--- src/rtl/dmem_wb_bridge_pkg.sv ---
// Shared types for the data-memory to Wishbone bridge.
//   wb_state_e : bridge FSM states (IDLE, BUS, WAIT, DONE)
//   wb_req_t   : registered copy of one core access as presented on the bus
//   word_align : clears the byte offset of a byte address
package dmem_wb_bridge_pkg;

    typedef enum logic [1:0] {
        IDLE = 2'd0,
        BUS  = 2'd1,
        WAIT = 2'd2,
        DONE = 2'd3
    } wb_state_e;

    typedef struct packed {
        logic [31:0] adr;
        logic [3:0]  sel;
        logic [31:0] dat;
        logic        we;
    } wb_req_t;

    localparam logic [3:0] SEL_ALL = 4'hF;

    function automatic logic [31:0] word_align(input logic [31:0] byte_addr);
        return byte_addr & 32'hFFFF_FFFC;
    endfunction

endpackage

--- src/rtl/dmem_wb_bridge.sv ---
// Bridges the core's MEM-stage data port onto a pipelined Wishbone B4 master.
// Every core access becomes one single-beat bus cycle; the pipeline is held
// until the slave acks, errors, or the bridge gives up after TIMEOUT_CYCLES.
//
// Ports
//   clk_i, rstn_i          clock (rising edge), asynchronous active-low reset
//   dmem_addr_i            core byte address
//   dmem_read_i            load request
//   dmem_wsel_byte_i       store byte enables (nonzero = store; store beats load)
//   dmem_wdata_i           store data
//   dmem_rdata_o           load data, meaningful only in the DONE cycle
//   dmem_stall_o           hold MEM and upstream stages
//   dmem_err_o             one-cycle error pulse in the DONE cycle
//   wb_cyc_o .. wb_dat_o   Wishbone master request side
//   wb_dat_i .. wb_stall_i Wishbone master response side
//
// Handshake: in BUS the strobe is accepted on the first cycle wb_stall_i=0;
// in WAIT the first of wb_err_i / wb_ack_i / timeout ends the cycle, with
// err taking precedence over ack. Core inputs are sampled only in IDLE.
module dmem_wb_bridge
    import dmem_wb_bridge_pkg::*;
#(
    parameter int unsigned TIMEOUT_CYCLES = 255
) (
    input  logic        clk_i,
    input  logic        rstn_i,
    input  logic [31:0] dmem_addr_i,
    input  logic        dmem_read_i,
    input  logic [3:0]  dmem_wsel_byte_i,
    input  logic [31:0] dmem_wdata_i,
    output logic [31:0] dmem_rdata_o,
    output logic        dmem_stall_o,
    output logic        dmem_err_o,
    output logic        wb_cyc_o,
    output logic        wb_stb_o,
    output logic        wb_we_o,
    output logic [31:0] wb_adr_o,
    output logic [3:0]  wb_sel_o,
    output logic [31:0] wb_dat_o,
    input  logic [31:0] wb_dat_i,
    input  logic        wb_ack_i,
    input  logic        wb_err_i,
    input  logic        wb_stall_i
);

    localparam int CNT_NEED = $clog2(TIMEOUT_CYCLES + 1);
    localparam int CNT_W    = (CNT_NEED > 8) ? CNT_NEED : 8;
    localparam logic [CNT_W-1:0] CNT_LAST = CNT_W'(TIMEOUT_CYCLES - 1);

    wb_state_e         state_q, state_d;
    wb_req_t           req_q, req_d;
    logic [31:0]       rdata_q, rdata_d;
    logic              err_q, err_d;
    logic [CNT_W-1:0]  cnt_q, cnt_d;

    logic is_store;
    logic req;
    logic stall_c;
    logic bus_active;

    assign is_store = |dmem_wsel_byte_i;
    assign req      = dmem_read_i | is_store;

    always_ff @(posedge clk_i or negedge rstn_i) begin
        if (!rstn_i) begin
            state_q <= IDLE;
            req_q   <= '0;
            rdata_q <= '0;
            err_q   <= 1'b0;
            cnt_q   <= '0;
        end else begin
            state_q <= state_d;
            req_q   <= req_d;
            rdata_q <= rdata_d;
            err_q   <= err_d;
            cnt_q   <= cnt_d;
        end
    end

    always_comb begin
        state_d      = state_q;
        req_d        = req_q;
        rdata_d      = rdata_q;
        err_d        = err_q;
        cnt_d        = cnt_q;
        stall_c      = 1'b0;
        bus_active   = 1'b0;
        wb_cyc_o     = 1'b0;
        wb_stb_o     = 1'b0;
        dmem_rdata_o = '0;
        dmem_err_o   = 1'b0;

        unique case (state_q)
            IDLE: begin
                if (req) begin
                    stall_c     = 1'b1;
                    req_d.adr   = word_align(dmem_addr_i);
                    req_d.sel   = is_store ? dmem_wsel_byte_i : SEL_ALL;
                    req_d.dat   = dmem_wdata_i;
                    req_d.we    = is_store;
                    rdata_d     = '0;
                    err_d       = 1'b0;
                    state_d     = BUS;
                end
            end
            BUS: begin
                stall_c    = 1'b1;
                bus_active = 1'b1;
                wb_cyc_o   = 1'b1;
                wb_stb_o   = 1'b1;
                if (!wb_stall_i) begin
                    cnt_d   = '0;
                    state_d = WAIT;
                end
            end
            WAIT: begin
                stall_c    = 1'b1;
                bus_active = 1'b1;
                wb_cyc_o   = 1'b1;
                cnt_d      = cnt_q + CNT_W'(1);
                if (wb_err_i || (cnt_q == CNT_LAST)) begin
                    err_d   = 1'b1;
                    rdata_d = '0;
                    state_d = DONE;
                end else if (wb_ack_i) begin
                    // A store's ack carries no load data for the core.
                    rdata_d = req_q.we ? 32'h0 : wb_dat_i;
                    err_d   = 1'b0;
                    state_d = DONE;
                end
            end
            DONE: begin
                // The core still presents the finished access here, so req
                // is not looked at until the following IDLE cycle.
                dmem_rdata_o = rdata_q;
                dmem_err_o   = err_q;
                state_d      = IDLE;
            end
            default: begin
                state_d = IDLE;
            end
        endcase
    end

    // The core may still drive a request while reset is held; stall must
    // stay low then, so the IDLE request path is qualified by reset.
    assign dmem_stall_o = stall_c & rstn_i;

    // Request fields are shown only while a bus cycle is open.
    assign wb_we_o  = bus_active & req_q.we;
    assign wb_adr_o = bus_active ? req_q.adr : 32'h0;
    assign wb_sel_o = bus_active ? req_q.sel : 4'h0;
    assign wb_dat_o = bus_active ? req_q.dat : 32'h0;

endmodule

--- config.mk ---
export PLATFORM = sky130hd
export DESIGN_NAME = dmem_wb_bridge
export DESIGN_NICKNAME = d
export VERILOG_FILES = /design/src/rtl/dmem_wb_bridge_pkg.sv /design/src/rtl/dmem_wb_bridge.sv
export SDC_FILE = /design/constraint.sdc
export NUM_CORES = 1
export LEC_CHECK = 0
export CORE_MARGIN = 3
export CORE_UTILIZATION = 40
export DETAILED_ROUTE_END_ITERATION = 16
export PLACE_DENSITY = 0.83
export SETUP_SLACK_MARGIN = 0.2
export SLEW_MARGIN = 20
export SYNTH_ARGS = -nofsm -noshare
export SYNTH_HDL_FRONTEND = slang
export SYNTH_SLANG_ARGS = --single-unit
--- constraint.sdc ---
create_clock -name clk_i -period 3.6 [get_ports clk_i]
set_clock_uncertainty 0.2 [all_clocks]
set_input_delay 0.72 -clock clk_i [delete_from_list [all_inputs] [get_ports clk_i]]
set_output_delay 0.72 -clock clk_i [all_outputs]
set_load 0.1 [all_outputs]
# == Yosys cells after proc, flatten, opt, wreduce, memory -nomap -nowiden ==
# Cells that the tools add are included.
# word_totals
inputBits,106
output_inout_bits,105
word_cells,55
regBits,110
# op_classes
n_reduce_logical,10
bitwise_logic,3
add_sub_neg,1
n_eq_ne,7
n_mux,26
# ops
cell,count
$mux 32,7
$pmux 32 s2,1
$pmux 8 s2,1
$add 8x1->8 const B,1
$eq 8x8->1 const B,1
$mux 2,4
$mux 4,2
$mux 8,1
$pmux 2 s4,1
$mux 1,7
$reduce_and 3->1,2
$eq 2x2->1 const B,2
$ne 2x2->1 const B,2
$pmux 1 s2,2
$reduce_and 2->1,2
$reduce_bool 2->1,2
$reduce_or 4->1,1
$ne 3x3->1 const B,1
$and 1x1->1,2
$eq 2x1->1 const B,1
$logic_not 2->1,1
$reduce_or 2->1,1
$logic_or 1x1->1,1
$or 1x1->1,1

# == Logic depth before layout (Yosys ltp) ==
# logic_depth
word_depth,5
ltp_mapped,8
depth_no_buf,6

# == Worst setup path before layout ==
# No wires, ideal clock.
# synth_path
path_kind,register -> output
from,reg state_q[0]
to,out dmem_stall_o
setup_slack_ns,-1.454
arrival_ns,4.134
path_buffers,2
stages_incl_launch_ff,7
required_time_ns,2.680
cell_sequence,dfrtp_1 inv_1 ha_1 clkbuf_1 clkbuf_1 nor2_1 nor3b_1
# synth_between
elab_chain_len,4
word_cells_on_any_way,6
classes_between,eq/ne (2); mux (1); bitwise (1); reduce/logical (2)
# synth_rtl
item,line_no,text
from (decl),dmem_wb_bridge.sv:50,"wb_state_e state_q, state_d;"
from (signal assigned),dmem_wb_bridge.sv:72,state_q <= state_d;
$eq 2x2->1 / $eq 2x1->1 (equally long branches),dmem_wb_bridge.sv:93,unique case (state_q)
$reduce_or 2->1 (no source line),n/a,
$pmux 1 s2 *,dmem_wb_bridge.sv:93,
$and 1x1->1 *,dmem_wb_bridge.sv:147,assign dmem_stall_o = stall_c & rstn_i;
to (decl),dmem_wb_bridge.sv:32,"output logic dmem_stall_o,"
# Every way passes the cells marked *; elsewhere a longest branch is shown, timed or not.

# == Worst setup path in the final report ==
# layout_path
from,in dmem_wsel_byte_i[0]
to,out dmem_stall_o
# layout_between
elab_chain_len,5
# layout_rtl
item,line_no,text
from (decl),dmem_wb_bridge.sv:29,"input logic [3:0] dmem_wsel_byte_i,"
$reduce_or 4->1,dmem_wb_bridge.sv:61,assign is_store = |dmem_wsel_byte_i;
$or 1x1->1,dmem_wb_bridge.sv:62,assign req = dmem_read_i | is_store;
$mux 1,dmem_wb_bridge.sv:95,if (req) begin
$pmux 1 s2,dmem_wb_bridge.sv:93,
$and 1x1->1,dmem_wb_bridge.sv:147,
# Every way passes these cells.

==> metrics.cfg <==
[route]
wl_met2_um=5990
ant_nets=0
top_layer_used=met4
wirelength_um=13300
firstDrtPassIters=6
wl_met1_um=5920
wl_met3_um=1190
first_iter_violations=273
drc=0
viasPerCell=4.59
vias=4441
routedWlPerCell_um=13.8

[grt]
grt_use_total_pct=18.3
grt_pass1_vias=4428
grt_max_degree=67
grt_pass1_wl_um=21500
antenna_found_initial=0
grt_remaining_overflow=0

[outcome]
status=finished, final reports clean

[setup_path]
crit_chain=clkdlybuf4s50_1 -> or4_4 -> o21a_2 -> nor2_1 -> nor3b_4 -> buf_12
max_stage_delay_ns=0.60
cp-end-kind=output port
cp_top_family=simple AND/OR/NAND/NOR gates
path_buf_inv=2
r2r_slack_ns=1.12
arrival_ns=2.42
start_kind=input pin
timing.critical_path.slowest_stage_cell=or4_4
worstPathMaxFanout=4
crit_type=in2out
cp.required_ns=2.68

[synthesis]
synth_top_area_share_pct=51.8
ys.flop_type=dfrtp_1
synthesis.instances=596
synthXorXnorAreaFrac_pct=0
yosysMostFrequentCell=nand2_1
synth_sequential_area_ratio_pct=51.8
synth-seq-cells=110
syn_area_sq_um=5320
synth_top_cell_by_area=dfrtp_1
synth_top_family_by_area=simple AND/OR/NAND/NOR gates
ys_async_sr_fraction_pct=100
yosysWarnings=0
synthSimpleGateAreaFrac_pct=30.0
synthTopCellsByArea=dfrtp_1 52%, nand2_1 16%, and2_1 12%
muxShareOfSynthArea_pct=6.43
synth_edf_count=0
avgSynthCellArea_sq_um=8.92
synthTopCellsByCount=228 x nand2_1, 110 x dfrtp_1, 100 x and2_1
synth_compound_area_share_pct=3.77
synthAdderAreaFrac_pct=1.88
yosys.cell_types.count=32

[placement]
portBuffers=206
gp_congestion=0.844
dp.cells=952
dpl.hpwl_um=9320
place_ws_ns=0.250

[floorplanning]
coreArea_sq_um=12800
initial_core_util_pct=41.4
die_height_um=121
rows=41
io_pins=211
die_w_um=121
die_area_sq_um=14700

[clock_tree]
cts_root_buf=clkbuf_16
cts_setup_buffers=0
cts_buffers=9
cts_resized=0
insertion_delay_ns=0.35
cts_tree=done
path_clk_slew_ns=0.07
cts.sinks=110
cts-htree-levels=3
hold_buffers=0
clock_tree.buffer_depth=2

[sta]
worst_slew_pin_slew_ns=0.702
finalHoldViolCount=0
min_period_over_period_pct=92.8
fmax_mhz=299
fin_ws_ns=0.260
finalMaxSlewViolations=0
max_slew_margin_pct=53.2
setup_viol=0
fin_tns_setup_ns=0
rsz0062_at_grt=no
period_needed_ns=3.34

[final_layout]
insertedDiodeCount=0
nNetsFinal=905
drive_above_1_share_pct=17.1
instances_no_fill=967
area_growth_pct=43.0

[hold_path]
hold_path_class=reg2reg

[flow_run]
cap_violations=0

## through the flow
| stage | area, sq um | utilization (%) | hold slack [ns] |
|---|---|---|---|
| global placement | 7310 | 57.0 | 0.249 |
| finish | 7600 | 59.3 | 0.266 |
| global route | 7600 | 59.3 | 0.290 |
| detailed placement | 7310 | 57.0 | 0.254 |
| floorplan | 5340 | - | 0.224 |
| CTS | 7600 | 59.3 | 0.271 |
## flip-flops by register name, indices dropped and copies added, names as in the netlist
signal / flops
state_q: 2
req_q: 67
cnt_q: 8
err_q: 1
rdata_q: 32
## layout by cell type, fill, tap and decap left out, drive strengths merged, types with 6 or more instances in the layout
cell / Yosys / layout
buf: 9 / 114
clkdlybuf4s50: 0 / 102
dfrtp: 110 / 110
o21ai: 9 / 9
clkbuf: 24 / 11
nand2: 228 / 228
mux2i: 33 / 33
and2: 101 / 101
ha: 8 / 8
inv: 36 / 36
nand3: 6 / 6
## worst reg2reg max path: cells and delay by family (launching register included)
kind / cells / cell delay (ns)
DFF: 1 / 0.41
adders and majority gates: 1 / 0.44
buffers and inverters: 2 / 0.41
muxes: 1 / 0.21
and+or+nand+nor: 1 / 0.23
AOI/OAI and AO/OA: 2 / 0.50
## routing by layer
metal,vias to the layer above,track usage (%)
met3,13,6.48
met5,-,0
met2,164,29.0
met1,2048,23.7
met4,0,5.60
li1,2216,-
## area by class of cell
type                       instances  area, sq um
clock buffer                      11          243
timing repair buffer             216         1930
clock inverter                     4         47.5
tap                              172          215
multi-input combinational        418         2280
sequential                       110         2750
inverter                          36          135
fill                            1152         5220
## worst paths after layout
| path | depth (start not counted) | from | end |
|---|---|---|---|
| max | 6 | dmem_wsel_byte_i[0] | dmem_stall_o |
| min | 2 | req_q[4] | req_q[4] |
| max reg2reg | 7 | state_q[0] | rdata_q[23] |
| min reg2reg | 2 | req_q[4] | req_q[4] |
| max in group asynchronous | 3 | rstn_i | cnt_q[2] |
| min in group asynchronous | 2 | rstn_i | cnt_q[4] |
## cells by family (layout without fill, tap and decap cells)
family,count (synthesis),in the layout
other cells,1,2
simple gates,347,347
compound gates,27,27
mux,34,34
fa+ha+maj,8,8
flops,110,110
buf+inv,69,267
Power is not shown: default switching activity piles up to over one toggle a cycle in this logic, so the estimate is an artifact.
